**config.mk**
```make
export PLATFORM = sky130hd
export DESIGN_NAME = fetch_stage
export DESIGN_NICKNAME = d
export VERILOG_FILES = /design/src/rtl/fetch_stage.sv
export SDC_FILE = /design/constraint.sdc
export NUM_CORES = 1
export LEC_CHECK = 0
export BUFFER_PORTS_ARGS = -buffer_cell sky130_fd_sc_hd__buf_2
export CAP_MARGIN = 25
export CORE_UTILIZATION = 50
export CTS_CLUSTER_SIZE = 40
export DETAILED_ROUTE_END_ITERATION = 12
export PLACE_DENSITY_LB_ADDON = 0.3
export SLEW_MARGIN = 20
export SYNTH_ARGS = -nofsm -noshare
export SYNTH_HDL_FRONTEND = slang
export SYNTH_SLANG_ARGS = --single-unit
```
**constraint.sdc**
```tcl
create_clock -name CLK -period 1.9 [get_ports CLK]
set_input_delay 0 -clock CLK [delete_from_list [all_inputs] [get_ports CLK]]
set_output_delay 0 -clock CLK [all_outputs]
set_load 0.05 [all_outputs]
```
**src/rtl/fetch_stage.sv**
```systemverilog
// Instruction-fetch stage with IF/ID pipeline latch: owns the PC, issues imem reads and
// presents the latched instruction to decode. Supports stall, redirect and sticky halt.
module fetch_stage #(
    parameter logic [31:0] PCINIT   = 32'h0000_0000,
    parameter logic [31:0] NOP_WORD = 32'h0000_0000
) (
    input  logic        CLK,
    input  logic        RST,
    input  logic        ihit,
    input  logic [31:0] imemload,
    output logic        imemREN,
    output logic [31:0] imemaddr,
    input  logic        stall,
    input  logic        redirect,
    input  logic [31:0] redirect_addr,
    input  logic        halt,
    output logic [31:0] instr,
    output logic        instr_valid,
    output logic [5:0]  InstrOp,
    output logic [5:0]  InstrFunc,
    output logic [31:0] instr_pc,
    output logic [31:0] instr_npc,
    output logic [31:0] fetch_count
);

    localparam logic [0:0] StRun    = 1'b0;
    localparam logic [0:0] StHalted = 1'b1;

    logic [0:0]  state_q, state_d;
    logic [31:0] pc_q, pc_d;
    logic [31:0] instr_q, instr_d;
    logic        valid_q, valid_d;
    logic [31:0] ipc_q, ipc_d;
    logic [31:0] inpc_q, inpc_d;
    logic [31:0] fcnt_q, fcnt_d;
    logic [31:0] pc_plus4;

    assign pc_plus4 = pc_q + 32'd4;

    always_comb begin
        state_d = state_q;
        pc_d    = pc_q;
        instr_d = instr_q;
        valid_d = valid_q;
        ipc_d   = ipc_q;
        inpc_d  = inpc_q;
        fcnt_d  = fcnt_q;
        // HALTED freezes everything, so only RUN has work to do.
        if (state_q == StRun) begin
            if (halt) begin
                state_d = StHalted;
                instr_d = NOP_WORD;
                valid_d = 1'b0;
            end else if (redirect) begin
                pc_d    = {redirect_addr[31:2], 2'b00};
                instr_d = NOP_WORD;
                valid_d = 1'b0;
            end else if (stall) begin
                // Hold; a concurrent ihit word is dropped and refetched.
            end else if (ihit) begin
                instr_d = imemload;
                valid_d = 1'b1;
                ipc_d   = pc_q;
                inpc_d  = pc_plus4;
                pc_d    = pc_plus4;
                fcnt_d  = fcnt_q + 32'd1;
            end else begin
                instr_d = NOP_WORD;
                valid_d = 1'b0;
            end
        end
    end

    always_ff @(posedge CLK) begin
        if (RST) begin
            state_q <= StRun;
            pc_q    <= PCINIT;
            instr_q <= NOP_WORD;
            valid_q <= 1'b0;
            ipc_q   <= 32'h0;
            inpc_q  <= 32'h0;
            fcnt_q  <= 32'h0;
        end else begin
            state_q <= state_d;
            pc_q    <= pc_d;
            instr_q <= instr_d;
            valid_q <= valid_d;
            ipc_q   <= ipc_d;
            inpc_q  <= inpc_d;
            fcnt_q  <= fcnt_d;
        end
    end

    assign imemaddr    = pc_q;
    assign imemREN     = (state_q == StRun);
    assign instr       = instr_q;
    assign instr_valid = valid_q;
    assign InstrOp     = instr_q[31:26];
    assign InstrFunc   = instr_q[5:0];
    assign instr_pc    = ipc_q;
    assign instr_npc   = inpc_q;
    assign fetch_count = fcnt_q;

endmodule

```
==> reports/results.tsv <==
metric	value	unit
drc	0	
yosys_warnings	0	
synth_area	0.00702	mm²
dr.pass1.iters	7	
dieArea	0.0145	mm²
cp-end-kind	flop	
fin_nets	1202	
cts_tree	done	
drt_iter0_markers	546	
worst_pin_slew	790	ps
worstPathRequired	2170	ps
routed_wl	21900	µm
preCtsSetupSlack	49.3	ps
cp_slowest_cell	nor2_2	
rows	42	
max_freq	0.539	GHz
num_vias	7408	
numCtsBuffers	17	
via_per_inst	5.61	
seq_area_frac_synth	44.5	%
synth_cells	855	
path_class	reg -> reg	
grt_pass1_wl	34500	µm
synth_edf_count	0	
fin_skew	8.71	ps
cp_max_fo	9	
areaGrowthSynthToFinish	37.0	%
num_io_pins	244	
final_cells	1320	
grt_max_degree	67	
ir_drop	0.000551	V
path_delay_family	simple AND/OR/NAND/NOR gates	
grt_pass1_vias	6877	
synth.area.top_cells	dfxtp_1 44%, a21oi_1 5.2%, nand2_1 5.1%	
async_reset_ff_share	0	%
yosysMostFrequentCell	dfxtp_1	
hold_viol	0	
status	finished clean	
yosys.area.top_type_share	44.5	%
slowest_delay	430	ps
fin_crit_sh	97.6	%
setup_slack	45.2	ps
cts-root-buf	clkbuf_16	
synthTopCellsByCount	156 x dfxtp_1, 96 x nand2_1, 96 x nor2_1	
cp_cell_sequence	nand3_2, nor2_2, nand4_1, a222oi_1, o21ai_1	
period_needed	1850	ps
ys.flop_type	dfxtp_1	
ant_nets	0	
cts_num_sinks	156	
clk_pin_slew	60	ps
maxSlewViolCount	0	
setup-violations-final	0	
clockBufferDepth	2	
max-cap-violations	0	
die_h	120	µm
critPathBufInv	0	
grt_overflow	0	
synth_cell_type_count	61	
clk_latency	410	ps
r2r_setup_slack	50	ps
numPortBuffers	235	
synth_top_cell_by_area	dfxtp_1	
rsz0062_at_grt	yes	
antenna_found_initial	1	
grt_usage	30.0	%
crit_arrival	2130	ps
hold_path_class	in -> reg	
syn_avg_cell_area	8.21	µm²
core	0.0135	mm²
cts-htree-levels	4	
p_leak	0.00419	µW
place_congestion	0.871	
power_density	778	mW/mm²
fp.dieW	120	µm
start_util	52.2	%
dp.cells	1227	
post-dp-hpwl	14100	µm
maxSlewHeadroom	47.3	%
start_kind	flop	
drive_gt1_share	31.5	%
wl_per_cell	16.6	µm
ys_seq_elements	156	
[metal layers]
layer | share of wire [%] | GRT usage, % | up-vias | wire length (µm)
met3 | 7.5 | 7.12 | 47 | 1640
met5 | 0 | 0 | - | 0
li1 | - | - | 3538 | -
met1 | 41 | 36.2 | 3481 | 8900
met4 | 2.7 | 13.3 | 0 | 590
met2 | 49 | 50.6 | 342 | 10800
[state kept, by name, indices dropped and copies added (netlist names)]
name,cells
imemaddr,30
instr_npc,30
fetch_count,32
state_q,1
instr_valid,1
instr_pc,30
instr,32
[placed cells by master, fill, tap and decap left out, types with 5 or more instances in the layout]
cell,Yosys,layout
buf_2,17,234
dfxtp_1,156,124
nand2_1,96,96
nor2_1,96,95
a21oi_1,73,73
dlygate4sd3_1,0,58
o21ai_0,52,51
buf_4,18,43
a22oi_1,39,39
xor2_1,37,37
nand3_1,34,34
nand4_1,29,29
dfxtp_2,0,29
and3_1,17,17
clkbuf_16,0,17
xnor2_1,14,14
nor3_1,12,12
or3_1,11,11
inv_1,10,10
a211oi_1,7,7
a31oi_1,6,6
conb_1,1,6
and4_1,5,5
[stage by stage]
stage               power [µW]  utilization [%]  hold slack (ps)  TNS, ps  instance area [µm²]
floorplan                 4030                -              157        0                 7090
global placement          4290             62.8              245        0                 8450
detailed placement        4300             62.8              262        0                 8450
CTS                       7490             71.2             2.17        0                 9580
global route              7720             71.5             36.5    -82.5                 9620
finish                    7480             71.5             14.1        0                 9620
[report_power, final]
group / internal, µW / switching, µW / leakage (µW)
clock: 1800 / 1340 / 0.000269
sequential: 3340 / 71.3 / 0.00128
combinational: 322 / 607 / 0.00264
[tightest hold or removal path, stage by stage]
cell and delay [ps]:
buf_2 80, nand3_1 60, a21o_1 180, o311ai_1 70
[final cells by class]
cell class / count / area (µm²)
Inverter: 10 / 37.5
Fill cell: 1071 / 3840
Clock inverter: 10 / 63.8
Tap cell: 176 / 220
Antenna cell: 1 / 2.50
Timing Repair Buffer: 339 / 2150
Multi-Input combinational cell: 606 / 3490
Clock buffer: 22 / 484
Sequential cell: 156 / 3170
[worst paths after layout]
check	startpoint	end	depth (start not counted)
setup / recovery	imemaddr[6]$_SDFFE_PP0P_	imemaddr[31]$_SDFFE_PP0P_	5
hold / removal	redirect_addr[26]	imemaddr[26]$_SDFFE_PP0P_	4
setup reg to reg	imemaddr[6]$_SDFFE_PP0P_	imemaddr[31]$_SDFFE_PP0P_	5
hold reg to reg	instr_pc[8]$_SDFFE_PP0P_	instr_pc[8]$_SDFFE_PP0P_	2
[logic make-up (layout without fill, tap and decap cells)]
logic type	count (synthesis)	after routing	share of synthesized area, %
fa+ha+maj	2	2	0.356
other cells	1	7	0.0534
simple gates	334	334	23.6
flops	156	156	44.5
buf+inv	98	381	6.51
xor+xnor	51	51	6.36
compound gates	212	212	18.5
mux	1	1	0.143
[what timing repair did]
action                                  CTS  global route
resized for setup                         0             4
hold buffers                             58             0
hold endpoints to repair                 58             0
endpoints found under the setup margin    0            10
buffers inserted                          0             2
Note: power is estimated with default switching activity, not from simulation.
